### config.mk
export PLATFORM = sky130hd
export DESIGN_NAME = hazard_fwd_ctrl
export DESIGN_NICKNAME = d
export VERILOG_FILES = /design/src/rtl/hazard_pkg.sv /design/src/rtl/fwd_src_match.sv /design/src/rtl/hazard_fwd_ctrl.sv
export SDC_FILE = /design/constraint.sdc
export NUM_CORES = 1
export LEC_CHECK = 0
export CAP_MARGIN = 20
export CORE_ASPECT_RATIO = 0.6
export CORE_MARGIN = 2
export CORE_UTILIZATION = 33
export DETAILED_ROUTE_END_ITERATION = 10
export PLACE_DENSITY = 0.79
export SLEW_MARGIN = 20
export SYNTH_ARGS = -nofsm -noshare
export SYNTH_HDL_FRONTEND = slang
export SYNTH_SLANG_ARGS = --single-unit
export TNS_END_PERCENT = 30
### constraint.sdc
create_clock -name clk -period 1.6 [get_ports clk]
set_input_delay 0.16 -clock clk [delete_from_list [all_inputs] [get_ports clk]]
set_output_delay 0.16 -clock clk [all_outputs]
set_load 0.03 [all_outputs]
### src/rtl/hazard_pkg.sv
// rtl/hazard_pkg.sv - shared types and constants for the hazard/forwarding controller
package hazard_pkg;

    // Operand bypass source selected for a D-stage source register
    typedef enum logic [1:0] {
        FWD_RF = 2'd0,
        FWD_E  = 2'd1,
        FWD_M  = 2'd2,
        FWD_W  = 2'd3
    } fwd_sel_e;

    // Load-use sequencer states
    typedef enum logic [0:0] {
        IDLE     = 1'b0,
        LU_STALL = 1'b1
    } lu_state_e;

    // x0 is hardwired to zero and never produces or consumes a dependency
    localparam int REG_ZERO = 0;

endpackage

### src/rtl/fwd_src_match.sv
// rtl/fwd_src_match.sv - per-source dependency match and bypass select
module fwd_src_match
    import hazard_pkg::*;
#(
    parameter int REG_AW = 5
) (
    input  logic [REG_AW-1:0] rs_addr,
    input  logic              rs_use,
    input  logic              d_valid,
    input  logic              e_valid,
    input  logic              e_reg_write,
    input  logic              e_mem_read,
    input  logic [REG_AW-1:0] e_rd_addr,
    input  logic              m_valid,
    input  logic              m_reg_write,
    input  logic              m_mem_read,
    input  logic [REG_AW-1:0] m_rd_addr,
    input  logic              w_valid,
    input  logic              w_reg_write,
    input  logic [REG_AW-1:0] w_rd_addr,
    input  logic              lu_busy,
    output logic [1:0]        fwd_sel,
    output logic              load_hazard
);

    logic src_live;
    logic hit_e;
    logic hit_m;
    logic hit_w;

    // A nonzero rs equal to rd implies rd is nonzero, so x0 writers never match
    assign src_live = d_valid & rs_use & (rs_addr != REG_AW'(REG_ZERO));
    assign hit_e    = src_live & e_valid & e_reg_write & (e_rd_addr == rs_addr);
    assign hit_m    = src_live & m_valid & m_reg_write & (m_rd_addr == rs_addr);
    assign hit_w    = src_live & w_valid & w_reg_write & (w_rd_addr == rs_addr);

    assign load_hazard = hit_e & e_mem_read;

    // Youngest usable producer wins; a load in E or a still-pending load in M is skipped
    always_comb begin
        fwd_sel = FWD_RF;
        if (hit_e && !e_mem_read) begin
            fwd_sel = FWD_E;
        end else if (hit_m && !(m_mem_read && lu_busy)) begin
            fwd_sel = FWD_M;
        end else if (hit_w) begin
            fwd_sel = FWD_W;
        end
    end

endmodule

### src/rtl/hazard_fwd_ctrl.sv
// rtl/hazard_fwd_ctrl.sv - forwarding selects and load-use stall sequencing (optional HAZARD_PERF_EN counters)
module hazard_fwd_ctrl
    import hazard_pkg::*;
#(
    parameter int NUM_SRC  = 2,
    parameter int REG_AW   = 5,
    parameter int LOAD_LAT = 0
) (
    input  logic                      clk,
    input  logic                      rst,
    input  logic                      ext_flush,
    input  logic                      D_valid,
    input  logic [NUM_SRC*REG_AW-1:0] D_rs_addr,
    input  logic [NUM_SRC-1:0]        D_rs_use,
    input  logic                      E_valid,
    input  logic                      E_RegWrite,
    input  logic                      E_MemRead,
    input  logic [REG_AW-1:0]         E_rd_addr,
    input  logic                      M_valid,
    input  logic                      M_RegWrite,
    input  logic                      M_MemRead,
    input  logic [REG_AW-1:0]         M_rd_addr,
    input  logic                      W_valid,
    input  logic                      W_RegWrite,
    input  logic [REG_AW-1:0]         W_rd_addr,
    output logic [2*NUM_SRC-1:0]      D_fwd_sel,
    output logic [2*NUM_SRC-1:0]      E_fwd_sel,
    output logic                      stall_ifid,
    output logic                      flush_idex,
    output logic                      lu_busy
`ifdef HAZARD_PERF_EN
    ,
    output logic [31:0]               perf_stall_cyc,
    output logic [31:0]               perf_fwd_evt
`endif
);

    lu_state_e            state;
    lu_state_e            state_nx;
    logic [2:0]           cnt;
    logic [2:0]           cnt_nx;
    logic [NUM_SRC-1:0]   src_haz;
    logic [2*NUM_SRC-1:0] sel_raw;
    logic                 hazard;

    for (genvar i = 0; i < NUM_SRC; i++) begin : g_src
        fwd_src_match #(.REG_AW(REG_AW)) u_match (
            .rs_addr     (D_rs_addr[i*REG_AW +: REG_AW]),
            .rs_use      (D_rs_use[i]),
            .d_valid     (D_valid),
            .e_valid     (E_valid),
            .e_reg_write (E_RegWrite),
            .e_mem_read  (E_MemRead),
            .e_rd_addr   (E_rd_addr),
            .m_valid     (M_valid),
            .m_reg_write (M_RegWrite),
            .m_mem_read  (M_MemRead),
            .m_rd_addr   (M_rd_addr),
            .w_valid     (W_valid),
            .w_reg_write (W_RegWrite),
            .w_rd_addr   (W_rd_addr),
            .lu_busy     (lu_busy),
            .fwd_sel     (sel_raw[2*i +: 2]),
            .load_hazard (src_haz[i])
        );
    end

    assign hazard    = |src_haz;
    assign lu_busy   = (state == LU_STALL);
    assign D_fwd_sel = rst ? '0 : sel_raw;

    // Stall and bubble always travel together; ext_flush owns the pipe when it fires
    always_comb begin
        stall_ifid = 1'b0;
        if (!rst && !ext_flush) begin
            stall_ifid = lu_busy || hazard;
        end
    end

    assign flush_idex = stall_ifid;

    // Load-use sequencer: the detect cycle plus LOAD_LAT counted cycles in LU_STALL
    always_comb begin
        state_nx = state;
        cnt_nx   = cnt;
        if (ext_flush) begin
            state_nx = IDLE;
            cnt_nx   = 3'd0;
        end else begin
            case (state)
                IDLE: begin
                    if (hazard && (LOAD_LAT > 0)) begin
                        state_nx = LU_STALL;
                        cnt_nx   = 3'(LOAD_LAT);
                    end
                end
                LU_STALL: begin
                    cnt_nx = cnt - 3'd1;
                    if (cnt == 3'd1) begin
                        state_nx = IDLE;
                    end
                end
                default: begin
                    state_nx = IDLE;
                    cnt_nx   = 3'd0;
                end
            endcase
        end
    end

    // Sequencer state register
    always_ff @(posedge clk) begin
        if (rst) begin
            state <= IDLE;
            cnt   <= 3'd0;
        end else begin
            state <= state_nx;
            cnt   <= cnt_nx;
        end
    end

    // Carry the selects into E; a bubble or flushed slot carries no bypass
    always_ff @(posedge clk) begin
        if (rst || ext_flush || flush_idex) begin
            E_fwd_sel <= '0;
        end else begin
            E_fwd_sel <= D_fwd_sel;
        end
    end

`ifdef HAZARD_PERF_EN
    logic [31:0] fwd_inc;

    // Number of sources actually bypassed this cycle
    always_comb begin
        fwd_inc = 32'd0;
        for (int i = 0; i < NUM_SRC; i++) begin
            if (D_fwd_sel[2*i +: 2] != FWD_RF) begin
                fwd_inc = fwd_inc + 32'd1;
            end
        end
    end

    // Free-running event counters, wrapping naturally at 2^32
    always_ff @(posedge clk) begin
        if (rst) begin
            perf_stall_cyc <= 32'd0;
            perf_fwd_evt   <= 32'd0;
        end else begin
            if (stall_ifid) begin
                perf_stall_cyc <= perf_stall_cyc + 32'd1;
            end
            if (D_valid && !stall_ifid) begin
                perf_fwd_evt <= perf_fwd_evt + fwd_inc;
            end
        end
    end
`endif

endmodule

==> qor.yml <==
clockRootBuffer: "clkbuf_8"
core_area_um2: 2230
min_from: "cnt[1]$_SDFFE_PP0P_"
antenna_cells: 0
drc: 0
dr.first_iter.drc_count: 97
clock-sinks: 8
via_count: 1257
vias_per_cell: 5.77
start_util_pct: 36.0
cts_buffers: 3
dpl.hpwl_mm: 2.83
grt_pass1_vias: 1345
cts-htree-levels: 1
powerDensity_nw_per_um2: 440
maxSlewHeadroom_pct: 72.2
syn_area_um2: 803
multi_input_area_um2: 882
grt_use_total_pct: 35.0
violations: "negative setup slack"
max_slew.worst_pin.slew_ns: 0.416
final_core_util_pct: 88.3
clock_latency_ns: 0.25
nFillCells: 104
status: "finished with violations"
cts_tree: "built"
seqCellArea_um2: 164
syn_area_per_cell_um2: 8.55
grt_max_degree: 8
ctsHoldBuffers: 0
critPathKind: "input port to output port"
endpoint_kind: "output port"
timing.final.crit_period_ns: 2.01
firstDrtPassIters: 4
wl_met3_um: 478
gp_congestion: 0.911
setup_viol: 10
ios: 50
hold_path_depth: 2
yosysWarnings: 0
p_leak_nw: 0.793
reg2reg_depth: 5
hold_viol: 0
period_share_pct: 126
hp-class: "register to register"
clockBufferDepth: 2
rows: 13
drv_slew: 0
final_nets: 230
synth_seq_area_share_pct: 19.9
worst_slack_ns: -0.415
dp_cells: 202
wl_met1_mm: 1.91
vdd_drop_max_v: 0.000387
place_ws_ns: -0.976
finalNonFillerCells: 218
port_buffers: 49
highest_layer: "met4"
synth_nets: 135
synthDistinctLibCells: 29
clk_pin_slew_worst_paths_ns: 0.04
drv_cap: 0
dieWidth_um: 67.7
wl_met2_mm: 2.36
r2r-start: "lu_busy$_SDFF_PP0_"
rsz0062_at_grt: "yes"
cp_max_fo: 2
place_area_um2: 1600
final_area_um2: 1970
finalClockSkew_ns: 0.0115
chipHeight_um: 42.2
layout-drive-gt1-share_pct: 59.0
ff2ff_setup_slack_ns: -0.13
crit_arrival_ns: 1.85
wire_per_inst_um: 23.1
startpoint_type: "input port"
grt-ovfl-total: 0
grt_pass1_wl_mm: 7.04
ys_ff_latch: 8
worstPathRequired_ns: 1.44
syn_to_final_growth_pct: 145
routed_wl_mm: 5.04
dieArea_um2: 2860
fmax_mhz: 496
finalHoldWorstSlack_ns: 0.496
syn-instance-count: 94
r2r-end: "E_fwd_sel[1]$_SDFF_PP0_"
antenna_left: 0
antenna_found_initial: 0
worst_hold_path.endpoint: "cnt[1]$_SDFFE_PP0P_"
-- synth_stat cells, drive strengths merged --
master | count | area [µm²]
xnor2 | 25 | 219
dfxtp | 8 | 160
xor2 | 7 | 61.3
nand4 | 6 | 37.5
nor2 | 6 | 22.5
nor4 | 6 | 43.8
or4 | 6 | 45.0
inv | 4 | 15.0
nand2 | 4 | 15.0
a211oi | 2 | 20.0
a21oi | 2 | 10.0
ha | 2 | 25.0
nor3b | 2 | 20.0
o211ai | 2 | 25.0
a221oi | 1 | 15.0
a22oi | 1 | 7.51
buf | 1 | 7.51
clkbuf | 1 | 3.75
nand3 | 1 | 5.00
nor2b | 1 | 6.26
nor3 | 1 | 5.00
nor4b | 1 | 8.76
o21a | 1 | 7.51
o21ai | 1 | 5.00
or2 | 1 | 6.26
or3 | 1 | 6.26
-- layout make-up --
class | instances | area share (%)
repair buffers | 92 | 41.9
clock buffers | 4 | 2.29
multi-input cells | 80 | 44.8
well taps | 30 | 1.91
inverters | 4 | 0.763
flip-flops and latches | 8 | 8.33
-- through the flow --
stage	power, mW	setup TNS [ns]
2_1_floorplan	0.293	-1.00
3_3_place_gp	0.486	-7.03
3_5_place_dp	0.496	-7.47
4_1_cts	0.818	-1.57
5_1_grt	0.897	-2.51
6_report	0.866	-2.25
-- registers in the layout (all words and copies together) (netlist names) --
name	cells
cnt	3
lu_busy	1
E_fwd_sel	4
-- routing by layer --
| metal | vias to the layer above | global-route usage, % |
|---|---|---|
| li1 | 527 | - |
| met1 | 595 | 41.2 |
| met2 | 100 | 57.1 |
| met3 | 35 | 8.87 |
| met4 | 0 | 20.4 |
| met5 | - | 0 |
-- cell families (layout without fill, tap and decap cells) --
group                      count (synthesis)  after routing  synth area share (%)
adders and majority gates                  2              2                  3.11
and+or+nand+nor                           36             36                  27.6
AOI/OAI and AO/OA                         10             10                  11.2
DFF                                        8              8                  19.9
xor gates and xnor gates                  32             32                  34.9
buffers and inverters                      6            100                  3.27
-- cells in the final DEF, fill, tap and decap left out, types with 6 or more instances in the layout --
cell type	count
xor2_1	6
buf_6	18
dfxtp_1	7
buf_4	35
xnor2_1	14
nand4_1	6
or4_4	6
clkdlybuf4s50_1	13
xnor2_2	11
dlygate4sd2_1	11
-- critical path, cell delays in order --
cell and delay (ns):
dlygate4sd2_1 0.30, xnor2_1 0.29, nand4_1 0.15, or4_4 0.48, a211oi_4 0.29, buf_6 0.18
-- what timing repair did --
| action | 4_1_cts | 5_1_grt |
|---|---|---|
| buffers inserted | 12 | 1 |
| gates resized for setup | 131 | 20 |
| endpoints found under the setup margin | 10 | 10 |
| pin swaps | 29 | 16 |
-- worst max-delay path by stage --
stage                             startpoint                 endpoint  slack, ns
after floorplan           lu_busy$_SDFF_PP0_  E_fwd_sel[3]$_SDFF_PP0_      -0.20
after global placement          D_rs_addr[7]               flush_idex      -0.90
after detailed placement        D_rs_addr[5]               stall_ifid      -0.98
after CTS                       D_rs_addr[1]             D_fwd_sel[1]      -0.32
after global routing      lu_busy$_SDFF_PP0_             D_fwd_sel[1]      -0.39
final                           M_rd_addr[2]             D_fwd_sel[1]      -0.41
-- power breakdown --
part / internal [mW] / switching [mW] / total [mW] / leakage [nW]
Clock: 0.175 / 0.106 / 0.281 / 0.0228
Combinational: 0.212 / 0.175 / 0.387 / 0.705
Sequential: 0.198 / 0.0000289 / 0.198 / 0.0652
Power figures use the tool's default switching activity.
